**src/rtl/cla_seq_adder_ctrl_pkg.sv**
```systemverilog
// Shared definitions for the sequential nibble adder.
//   state_t    : controller FSM states
//   NIB_W      : width of one CLA slice (one nibble)
//   cnt_width(): nibble-counter width for a given nibble count (never 0)
package cla_seq_adder_ctrl_pkg;

    localparam int NIB_W = 4;

    typedef enum logic [1:0] {
        IDLE = 2'd0,
        RUN  = 2'd1,
        DONE = 2'd2
    } state_t;

    // $clog2(1) is 0, so a one-nibble build still needs a 1-bit counter.
    function automatic int cnt_width(input int nibbles);
        return (nibbles > 1) ? $clog2(nibbles) : 1;
    endfunction

endpackage

```
**src/rtl/cla_seq_adder_ctrl_if.sv**
```systemverilog
// Operand/result handshake bundle for cla_seq_adder_ctrl.
//   master : the operand source / result sink side
//   slave  : the adder controller side
// Signals: in_valid/in_ready/a/b/cin (operand channel),
//          out_valid/out_ready/sum/cout (result channel), busy (status).
interface cla_seq_adder_ctrl_if
    import cla_seq_adder_ctrl_pkg::*;
#(
    parameter int NIBBLES = 4
) ();

    localparam int W = NIB_W * NIBBLES;

    logic         in_valid;
    logic         in_ready;
    logic [W-1:0] a;
    logic [W-1:0] b;
    logic         cin;
    logic         out_valid;
    logic         out_ready;
    logic [W-1:0] sum;
    logic         cout;
    logic         busy;

    modport master (
        output in_valid, a, b, cin, out_ready,
        input  in_ready, out_valid, sum, cout, busy
    );

    modport slave (
        input  in_valid, a, b, cin, out_ready,
        output in_ready, out_valid, sum, cout, busy
    );

endinterface

```
**src/rtl/cla_seq_adder_ctrl_cla.sv**
```systemverilog
// bit_4_cla: purely combinational 4-bit carry-lookahead adder slice.
// Ports: a, b (4-bit addends), cin (carry in), s (4-bit sum), cout (carry out).
module bit_4_cla
    import cla_seq_adder_ctrl_pkg::*;
(
    input  logic [NIB_W-1:0] a,
    input  logic [NIB_W-1:0] b,
    input  logic             cin,
    output logic [NIB_W-1:0] s,
    output logic             cout
);

    logic [NIB_W-1:0] g;
    logic [NIB_W-1:0] p;
    logic [NIB_W-1:0] c;

    assign g = a & b;
    assign p = a ^ b;

    // Every carry is a flat sum of products of g/p and cin, so no carry
    // waits on the carry of the bit below it.
    assign c[0] = cin;
    assign c[1] = g[0] | (p[0] & cin);
    assign c[2] = g[1] | (p[1] & g[0]) | (p[1] & p[0] & cin);
    assign c[3] = g[2] | (p[2] & g[1]) | (p[2] & p[1] & g[0])
                | (p[2] & p[1] & p[0] & cin);
    assign cout = g[3] | (p[3] & g[2]) | (p[3] & p[2] & g[1])
                | (p[3] & p[2] & p[1] & g[0])
                | (p[3] & p[2] & p[1] & p[0] & cin);

    assign s = p ^ c;

endmodule

```
**src/rtl/cla_seq_adder_ctrl.sv**
```systemverilog
// cla_seq_adder_ctrl: adds two 4*NIBBLES-bit operands one nibble per cycle
// on a single bit_4_cla slice, LSB nibble first, with the carry held in a
// register between nibbles.
// Ports:
//   clk  : clock, all state changes on posedge
//   rst  : asynchronous active-high reset
//   bus  : slave side of cla_seq_adder_ctrl_if
//          operands accepted on in_valid & in_ready (IDLE only),
//          result offered on out_valid until out_ready (DONE only),
//          busy high while nibbles are being added (RUN).
module cla_seq_adder_ctrl
    import cla_seq_adder_ctrl_pkg::*;
#(
    parameter int NIBBLES = 4
) (
    input  logic                 clk,
    input  logic                 rst,
    cla_seq_adder_ctrl_if.slave  bus
);

    localparam int               W     = NIB_W * NIBBLES;
    localparam int               CNT_W = cnt_width(NIBBLES);
    localparam logic [CNT_W-1:0] LAST  = CNT_W'(NIBBLES - 1);

    state_t           state_q;
    state_t           state_d;
    logic [CNT_W-1:0] cnt_q;
    logic [W-1:0]     a_q;
    logic [W-1:0]     b_q;
    logic             carry_q;
    logic [W-1:0]     sum_q;
    logic             cout_q;

    logic             in_ready;
    logic             out_valid;
    logic             busy;
    logic             accept;
    logic             last_nib;

    logic [NIB_W-1:0] nib_s;
    logic             nib_co;
    logic [W-1:0]     sum_shift;

    // Nibble datapath: always looks at the low nibble of the operand shift
    // registers and at the registered carry.
    bit_4_cla u_cla (
        .a    (a_q[NIB_W-1:0]),
        .b    (b_q[NIB_W-1:0]),
        .cin  (carry_q),
        .s    (nib_s),
        .cout (nib_co)
    );

    assign accept   = bus.in_valid & in_ready;
    assign last_nib = (cnt_q == LAST);

    // New nibble enters at the top; after NIBBLES shifts nibble 0 has
    // walked down to sum[3:0]. Written as a shift of the concatenation so
    // the one-nibble build needs no special case.
    assign sum_shift = W'({nib_s, sum_q} >> NIB_W);

    // ---------------- FSM: state register ----------------
    // NOTE: clocked state uses non-blocking assignments so every register
    // samples pre-edge values, independent of process ordering.
    always_ff @(posedge clk or posedge rst) begin
        if (rst) begin
            state_q <= IDLE;
        end else begin
            state_q <= state_d;
        end
    end

    // ---------------- FSM: next-state logic ----------------
    // NOTE: every combinational output gets a default before the case so
    // no path leaves it unassigned and no latch is inferred.
    always_comb begin
        state_d = state_q;
        unique case (state_q)
            IDLE: if (accept)        state_d = RUN;
            RUN:  if (last_nib)      state_d = DONE;
            DONE: if (bus.out_ready) state_d = IDLE;
            default:                 state_d = IDLE;
        endcase
    end

    // ---------------- FSM: outputs ----------------
    always_comb begin
        in_ready  = 1'b0;
        out_valid = 1'b0;
        busy      = 1'b0;
        unique case (state_q)
            IDLE:    in_ready  = 1'b1;
            RUN:     busy      = 1'b1;
            DONE:    out_valid = 1'b1;
            default: in_ready  = 1'b0;
        endcase
    end

    // ---------------- Datapath registers ----------------
    // NOTE: the operand and result registers are ordinary flops, not a
    // memory, and the reset values are observable (sum/cout read 0 after
    // reset), so they are all reset.
    always_ff @(posedge clk or posedge rst) begin
        if (rst) begin
            cnt_q   <= '0;
            a_q     <= '0;
            b_q     <= '0;
            carry_q <= 1'b0;
            sum_q   <= '0;
            cout_q  <= 1'b0;
        end else begin
            unique case (state_q)
                IDLE: begin
                    if (accept) begin
                        a_q     <= bus.a;
                        b_q     <= bus.b;
                        carry_q <= bus.cin;
                        cnt_q   <= '0;
                    end
                end
                RUN: begin
                    sum_q   <= sum_shift;
                    a_q     <= a_q >> NIB_W;
                    b_q     <= b_q >> NIB_W;
                    carry_q <= nib_co;
                    cnt_q   <= cnt_q + 1'b1;
                    if (last_nib) begin
                        cout_q <= nib_co;
                    end
                end
                default: begin
                    // DONE holds everything so sum/cout stay stable under
                    // backpressure.
                end
            endcase
        end
    end

    assign bus.in_ready  = in_ready;
    assign bus.out_valid = out_valid;
    assign bus.busy      = busy;
    assign bus.sum       = sum_q;
    assign bus.cout      = cout_q;

endmodule

```
**src/flat_wrapper.sv**
```systemverilog
// flat-port wrapper written by rule: the top's interface ports become plain ports
module cla_seq_adder_ctrl_flat import cla_seq_adder_ctrl_pkg::*;
#(
    parameter int NIBBLES = 4
)
  (clk, rst, bus_in_valid, bus_a, bus_b, bus_cin, bus_out_ready, bus_in_ready, bus_out_valid, bus_sum, bus_cout, bus_busy);
  cla_seq_adder_ctrl_if #(.NIBBLES(NIBBLES)) bus_i ();
  input  logic clk;
  input  logic rst;
  input wire logic [$bits(bus_i.in_valid)-1:0] bus_in_valid;
  input wire logic [$bits(bus_i.a)-1:0] bus_a;
  input wire logic [$bits(bus_i.b)-1:0] bus_b;
  input wire logic [$bits(bus_i.cin)-1:0] bus_cin;
  input wire logic [$bits(bus_i.out_ready)-1:0] bus_out_ready;
  output wire logic [$bits(bus_i.in_ready)-1:0] bus_in_ready;
  output wire logic [$bits(bus_i.out_valid)-1:0] bus_out_valid;
  output wire logic [$bits(bus_i.sum)-1:0] bus_sum;
  output wire logic [$bits(bus_i.cout)-1:0] bus_cout;
  output wire logic [$bits(bus_i.busy)-1:0] bus_busy;
  assign bus_i.in_valid = bus_in_valid;
  assign bus_i.a = bus_a;
  assign bus_i.b = bus_b;
  assign bus_i.cin = bus_cin;
  assign bus_i.out_ready = bus_out_ready;
  assign bus_in_ready = bus_i.in_ready;
  assign bus_out_valid = bus_i.out_valid;
  assign bus_sum = bus_i.sum;
  assign bus_cout = bus_i.cout;
  assign bus_busy = bus_i.busy;
  cla_seq_adder_ctrl #(.NIBBLES(NIBBLES)) u_core (.clk(clk), .rst(rst), .bus(bus_i));
endmodule
```
**config.mk**
```make
export PLATFORM = sky130hd
export DESIGN_NAME = cla_seq_adder_ctrl_flat
export DESIGN_NICKNAME = d
export VERILOG_FILES = /design/src/rtl/cla_seq_adder_ctrl_pkg.sv /design/src/rtl/cla_seq_adder_ctrl_if.sv /design/src/rtl/cla_seq_adder_ctrl_cla.sv /design/src/rtl/cla_seq_adder_ctrl.sv /design/src/flat_wrapper.sv
export SDC_FILE = /design/constraint.sdc
export NUM_CORES = 1
export LEC_CHECK = 0
export ABC_AREA = 1
export CORE_MARGIN = 2
export CORE_UTILIZATION = 25
export CTS_CLUSTER_SIZE = 30
export DETAILED_ROUTE_END_ITERATION = 12
export GPL_TIMING_DRIVEN = 0
export HOLD_SLACK_MARGIN = 0.03
export MAX_ROUTING_LAYER = met4
export SLEW_MARGIN = 20
export SYNTH_ARGS = -nofsm -noshare
export SYNTH_HDL_FRONTEND = slang
export SYNTH_SLANG_ARGS = --single-unit
```
**constraint.sdc**
```tcl
create_clock -name clk -period 1.81 [get_ports clk]
set_input_delay 0.362 -clock clk [delete_from_list [all_inputs] [get_ports clk]]
set_output_delay 0.362 -clock clk [all_outputs]
set_load 0.05 [all_outputs]
```
Word-level counts from Yosys, hierarchy flattened

Index checks and enable logic that the tools add are counted.

Register bits after elaboration: 54
Latch bits: 0
RAM bits: 0
Bits in read-only memories: 0
Input bits: 37
Output and inout port bits: 20
Word-level logic and storage cells: 64
Memories: 0

Add/sub/neg operators: 1
Multiply operators: 0
Divide/modulo/power cells: 0
Order comparisons: 0
Eq/ne operators: 6
Shift-type cells: 0
Mux-type cells: 15
Bitwise logic cells: 30
Reduce and logical (&&, ||, !) cells: 5

Operator list:

| operator                                       | count |
|---|---|
| one-hot mux 16 bit (2 select lines)            | 2 |
| two-way mux 16 bit                             | 2 |
| bitwise AND 1 bit                              | 17 |
| bitwise OR 1 bit                               | 10 |
| two-way mux 2 bit                              | 4 |
| XOR 4 bit                                      | 2 |
| one-hot mux 2 bit (3 select lines)             | 1 |
| bitwise AND 4 bit                              | 1 |
| == test 2 bit (second input constant)          | 2 |
| two-way mux 1 bit                              | 4 |
| != test 2 x 1 -> 1 bit (second input constant) | 2 |
| one-hot mux 2 bit (2 select lines)             | 1 |
| AND reduction 2 bit                            | 2 |
| AND reduction 3 bit                            | 1 |
| adder 2 x 1 -> 2 bit (second input constant)   | 1 |
| == test 2 x 1 -> 1 bit (second input constant) | 1 |
| logical NOT 2 bit                              | 1 |
| != test 2 bit (second input constant)          | 1 |
| one-hot mux 1 bit (2 select lines)             | 1 |
| nonzero test 2 bit                             | 1 |

Depth between registers and ports, before layout

Gate-level depths: netlist of the first run.

Word-level depth: 7
Depth in mapped cells: 8

By module

A second synthesis of the first run with hierarchy kept.

Cell total of the unflattened synthesis: 363
Area, all modules: 2690.1 µm²

Modules (own cells, without submodules):

| module             | instances | cells an instance | area an instance (µm²) | sequential area each (µm²) |
|---|---|---|---|---|
| cla_seq_adder_ctrl | 1         | 332               | 2501.1                 | 1351.3 |
| bit_4_cla          | 1         | 31                | 188.9                  | 0.0 |

Least setup slack after synthesis of the first run

Ideal clock, no wire load.

Kind: register -> output
Start point: register u_core.state_q[1]
End point: output port bus_out_valid
Data arrival time: 1.119 ns
Path slack: 0.329 ns
Stages on the path, launching flop included: 3
Buffers on the path: 0
Cell sequence: dfrtp_1 > inv_1 > nor2_1

Cells in the longest elaborated chain, start to end: 2

RTL lines:

| item                   | line                     | source |
|---|---|---|
| start, declared        | cla_seq_adder_ctrl.sv:25 | `state_t state_q;` |
| start signal, assigned | cla_seq_adder_ctrl.sv:69 | `state_q <= state_d;` |
| == test 2 bit          | cla_seq_adder_ctrl.sv:91 | `unique case (state_q)` |
| two-way mux 1 bit      | cla_seq_adder_ctrl.sv:91 |  |
| end, declared          | flat_wrapper.sv:16       | `output wire logic [$bits(bus_i.out_valid)-1:0] bus_out_valid;` |

Every way passes these cells.

Worst setup path after layout of the first run

Start point: register u_core.state_q[0]
End point: output port bus_in_ready

Cells in the longest elaborated chain, start to end: 2

RTL lines:

| item              | line                     | source |
|---|---|---|
| logical NOT 2 bit | cla_seq_adder_ctrl.sv:91 |  |
| two-way mux 1 bit | cla_seq_adder_ctrl.sv:91 |  |
| end, declared     | flat_wrapper.sv:15       | `output wire logic [$bits(bus_i.in_ready)-1:0] bus_in_ready;` |

Every way passes these cells.

==> results.cfg, run 1 <==
[drt]
drt-pass1-iter-count = 5
ant_nets = 0
viasPerCell = 4.44
wirelength_mm = 6.49
wire_per_inst_um = 13.3
drc = 0
vias = 2161
drtIter0Drc = 87

[worst_setup_path]
slowest_stage = dfrtp_2
endpoint_kind = primary output
r2r_slack_ns = 0.30
crit_chain = nor2_4 > clkbuf_4 > buf_4
worstSetupPathType = flop to primary output
cp_max_fo = 10
required_ns = 1.45
cpPeakStageDelay_ns = 0.47
cp_data_arrival_time_ns = 1.37
startpoint_type = flop

[logic_synthesis]
syn_avg_cell_area_um2 = 8.69
synth_cell_types = 23
yosys_most_used_dff = dfrtp_1
synthCells = 291
ys_warn_count = 0
syn-num-nets = 334
seq_area_frac_synth = 0.535
syn_area_mm2 = 0.00253
synthArstFlopShare = 1.00
ys_top_cells_by_area = dfrtp_1 (53%), o21ai_1 (9.9%), nand2_1 (9.1%), nand3_1 (7.5%), nor2_1 (4.2%)
yosysMostFrequentCell = nand2_1
netlist_top_cells_count = nand2_1 (61), dfrtp_1 (54), o21ai_1 (50)
yosysTopAreaCell = dfrtp_1
yosys.area.top_type_share = 0.535
ys_seq_elements = 54
synth_edf_count = 0

[sta]
period_needed_ns = 1.73
fin_setup_tns_ns = 0
tightest_slew_ns = 0.691
setup_slack_ns = 0.0811
period_share = 0.955
slew_headroom = 0.539
slew_viol_final = 0
finalClockSkew_ns = 0.0105
finalHoldViolCount = 0
setup_viol = 0
grt_setup_unrepaired = false
fmax_ghz = 0.578

[die]
die_width_um = 105
floorplan.rows = 36
start_util = 0.259
die-area_mm2 = 0.0109
ios = 57
core_area_mm2 = 0.00977
fp.dieH_um = 105

[cts]
clock_sinks = 54
cts_made_buffers = 5
cts.clk_slew.worst_paths_ns = 0.10
cts_tree = done
root_buffer = clkbuf_8
post_cts_buffers = 0
clk_latency_ns = 0.32
clockBufferDepth = 2
htree_levels = 2
cts_hold_buf = 0

[final_layout]
fill_cells = 1050
regArea_mm2 = 0.00135
multi_input_area_um2 = 993
drive_above_1_share = 0.0960
area_growth_pct = 32.5
n_antenna_cell = 0
num-nets-final = 396

[placement]
hpwl_mm = 4.71
io_buffers = 56
place.gp.congestion = 0.762
pre_cts_ws_ns = -0.444

[power]
vdd_drop_max_mv = 0.681
power.density_mw_per_mm2 = 2130
power_mw = 7.14
p_leak_nw = 1.58

[job]
maxCapViolCount = 0

[global_route]
grt_start_max_net_pins = 55
grt_pass1_wl_mm = 10.6
grt_remaining_overflow = 0
grt_pass1_vias = 2145
grt_usage = 0.125
antenna_found_initial = 0

[hold_path]
hp-class = input pin to asynchronous set/reset pin

[status]
status = completed
-- cells by family after synthesis --
logic type      Yosys count  share of synthesized area
flops                    54                      0.535
compound gates           61                      0.124
xor+xnor                  1                    0.00347
fa+ha+maj                 6                     0.0327
buf+inv                  35                     0.0723
simple gates            134                      0.233
-- final timing paths --
path	cells after the start	from	end
setup reg to reg	6	u_core.a_q[1]	u_core.carry_q
min in group clk	2	u_core.bus.sum[3]	u_core.bus.sum[3]
setup / recovery	3	u_core.state_q[0]	bus_in_ready
hold reg to reg	2	u_core.bus.sum[3]	u_core.bus.sum[3]
max in group asynchronous	2	rst	u_core.state_q[0]
hold / removal	2	rst	u_core.a_q[14]
-- cell type report --
class / count / share of cell area
Clock buffer: 6 / 0.0217
Inverter: 17 / 0.0213
Buffer: 17 / 0.0347
Tap cell: 133 / 0.0497
Timing Repair Buffer: 56 / 0.161
Sequential cell: 54 / 0.404
Multi-Input combinational cell: 202 / 0.297
Clock inverter: 2 / 0.0112
-- metrics by stage --
step | utilization | instances | instance area, µm² | hold WS (ns)
detailed placement | 0.333 | 480 | 3260 | 0.470
CTS | 0.342 | 487 | 3340 | 0.490
global route | 0.343 | 487 | 3350 | 0.512
global placement | 0.333 | 480 | 3250 | 0.460
floorplan | - | 291 | 2530 | 0.450
finish | 0.343 | 487 | 3350 | 0.484
-- sequential cells by signal (all words and copies together) (netlist names) --
register,flops
u_core.a_q,16
u_core.b_q,16
u_core.bus.sum,16
u_core.cnt_q,2
u_core.state_q,2
u_core.bus.cout,1
u_core.carry_q,1
-- what timing repair did --
action                     in CTS  in global routing
setup endpoints to repair      20                  2
gates resized for setup        33                  4
hold endpoints to repair        0                  0
-- per-layer routing --
layer	GRT usage	routed length [µm]	vias up	part of all wire
met5	-	0	-	0
met4	0.0338	47	0	0.0072
met3	0.0231	252	4	0.039
met2	0.197	3040	58	0.47
met1	0.164	3150	1013	0.48
li1	-	-	1086	-
-- critical path: cells and delay by family, from the launching register on --
| kind | cells | cell delay (ns) |
|---|---|---|
| buffers and inverters | 2 | 0.44 |
| and+or+nand+nor | 1 | 0.14 |
| DFF | 1 | 0.47 |
-- cell usage in the layout (no fill, tap or decap) --
master | netlist | final
fa_1 | 1 | 1
clkbuf_4 | 0 | 1
o221ai_1 | 1 | 1
nor2_4 | 1 | 1
nand4_1 | 2 | 2
clkinvlp_4 | 0 | 1
nand2_4 | 3 | 3
dfrtp_1 | 54 | 53
o21ai_1 | 50 | 50
buf_2 | 8 | 6
a21oi_1 | 3 | 3
nand2_1 | 61 | 61
buf_4 | 7 | 8
clkdlybuf4s50_1 | 0 | 36
nor2_1 | 28 | 28
inv_4 | 0 | 1
inv_6 | 0 | 1
buf_6 | 2 | 3
o31ai_1 | 1 | 1
o21ai_0 | 4 | 4
nand3_1 | 38 | 38
dfrtp_2 | 0 | 1
bufinv_16 | 0 | 1
dlygate4sd2_1 | 0 | 17
inv_1 | 16 | 15
clkbuf_8 | 0 | 5
xor2_1 | 1 | 1
or2_2 | 1 | 1
ha_1 | 5 | 5
clkbuf_1 | 1 | 2
clkdlybuf4s15_2 | 0 | 1
o22ai_1 | 2 | 2
-- where the power goes --
part / internal [mW] / total (mW) / switching [mW]
clock: 0.414 / 0.839 / 0.425
combinational: 1.42 / 4.10 / 2.68
sequential: 1.82 / 2.20 / 0.378
Note: power is estimated with default switching activity, not from simulation.
==> run 2, diff against run 1 <==
Settings changed: CORE_UTILIZATION 25 to 40, CTS_BUF_LIST from default to sky130_fd_sc_hd__clkbuf_16, PLACE_DENSITY from default to 0.77.
==> results.cfg, run 2 (synthesized netlist as in run 1, its figures left out) <==
[status]
status = completed

[sta]
period_share = 0.949
fmax_ghz = 0.582
grt_setup_unrepaired = false
finalClockSkew_ns = 0.00435
tightest_slew_ns = 0.654
finalHoldViolCount = 0
slew_viol_final = 0
setup_viol = 0
slew_headroom = 0.564
setup_slack_ns = 0.0924
period_needed_ns = 1.72
fin_setup_tns_ns = 0

[global_route]
antenna_found_initial = 0
grt_start_max_net_pins = 55
globalRouteMet2Util = 0.297
grt_usage = 0.182
grt_util_met1 = 0.235
grt.busiest_layer = met2
grt_pass1_vias = 2160
grt_pass1_wl_mm = 10.0
grt_remaining_overflow = 0
use_met3 = 0.0356

[cts]
cts_tree = done
post_cts_buffers = 0
htree_levels = 2
clk_latency_ns = 0.29
clockBufferDepth = 2
cts_made_buffers = 5
clock_sinks = 54
cts.clk_slew.worst_paths_ns = 0.07
root_buffer = clkbuf_16

[placement]
place_area_mm2 = 0.00318
placedCellCount = 422
place.gp.congestion = 0.807
io_buffers = 56
hpwl_mm = 4.24
pre_cts_ws_ns = -0.396

[final_layout]
n_antenna_cell = 0
fin_area_mm2 = 0.00332
fin_util = 0.550
finalNonFillerCells = 430
fill_cells = 563
layout_commonest_cell = nand2_1
num-nets-final = 397
drive_above_1_share = 0.104
final_cell_mix = nand2_1 (61), dfrtp_1 (53), o21ai_1 (50), nand3_1 (38), clkdlybuf4s50_1 (36)
area_growth_pct = 31.2

[drt]
viasPerCell = 5.10
wire_per_inst_um = 13.6
wirelength_mm = 5.83
drc = 0
drt-pass1-iter-count = 4
vias = 2194
ant_nets = 0
drtIter0Drc = 85

[die]
ios = 57
fp.dieH_um = 83.5
die-area_mm2 = 0.00697
core_area_mm2 = 0.00603
start_util = 0.419
die_width_um = 83.5
floorplan.rows = 28

[worst_setup_path]
r2r_slack_ns = 0.31
worstSetupPathType = flop to primary output
startpoint_type = flop
cp_data_arrival_time_ns = 1.36
cp_max_fo = 10
required_ns = 1.45
endpoint_kind = primary output

[power]
p_leak_nw = 1.62
power.density_mw_per_mm2 = 2180
vdd_drop_max_mv = 1.10

[hold_path]
hp-class = flop to flop

[job]
maxCapViolCount = 0
-- run 2: cell count changes in the layout (fill, tap and decap cells not counted), moves of 2 or more --
cell / change
clkbuf_16: +5
clkbuf_8: -5
dlygate4sd2_1: -2
dlymetal6s2s_1: +2
-- run 2: metal layers --
layer / share of wire / up-vias
li1: - / 1092
met1: 0.46 / 1039
met2: 0.48 / 55
met3: 0.048 / 8
met4: 0.013 / 0
met5: 0 / -
-- run 2: power breakdown --
| group | total (mW) | internal (mW) | switching [mW] |
|---|---|---|---|
| clock | 0.958 | 0.513 | 0.444 |
| combinational | 4.08 | 1.43 | 2.65 |
| sequential | 2.21 | 1.82 | 0.385 |
| total | 7.25 | 3.76 | 3.48 |
-- run 2: cell type report --
class / instances / area, µm² / share of cell area
tap: 75 / 93.8 / 0.0283
sequential: 54 / 1350 / 0.408
clock inverter: 3 / 21.3 / 0.00641
clock buffer: 5 / 125 / 0.0377
multi-input combinational: 202 / 993 / 0.300
timing repair buffer: 56 / 541 / 0.163
buffer: 18 / 121 / 0.0366
inverter: 17 / 68.8 / 0.0207
-- run 2: timing repair --
action,in CTS,in global routing
endpoints found under the setup margin,18,5
pin swaps,0,0
gates cloned,0,0
hold buffers,0,0
gates resized for setup,29,9
-- run 2: path summary, 6_finish.rpt --
kind                                   startpoint                end  depth (start not counted)
worst min register to register  u_core.bus.sum[3]  u_core.bus.sum[3]                          2
worst min-delay path            u_core.bus.sum[3]  u_core.bus.sum[3]                          2
min in group asynchronous                     rst     u_core.a_q[14]                          2
worst max register to register      u_core.a_q[1]    u_core.bus.cout                          6
max in group asynchronous                     rst  u_core.state_q[0]                          2
worst max-delay path            u_core.state_q[0]       bus_in_ready                          3
-- run 2: critical path, stage by stage (launching register included) --
cell and delay, ns:
dfrtp_2 0.46, nor2_4 0.14, buf_2 0.23, buf_4 0.23
-- run 2: stage by stage --
step | total power, mW | hold WS, ns
3_5_place_dp | 6.41 | 0.465
5_1_grt | 7.84 | 0.509
2_1_floorplan | 5.20 | 0.450
4_1_cts | 7.27 | 0.485
3_3_place_gp | 6.27 | 0.460
6_report | 7.25 | 0.479
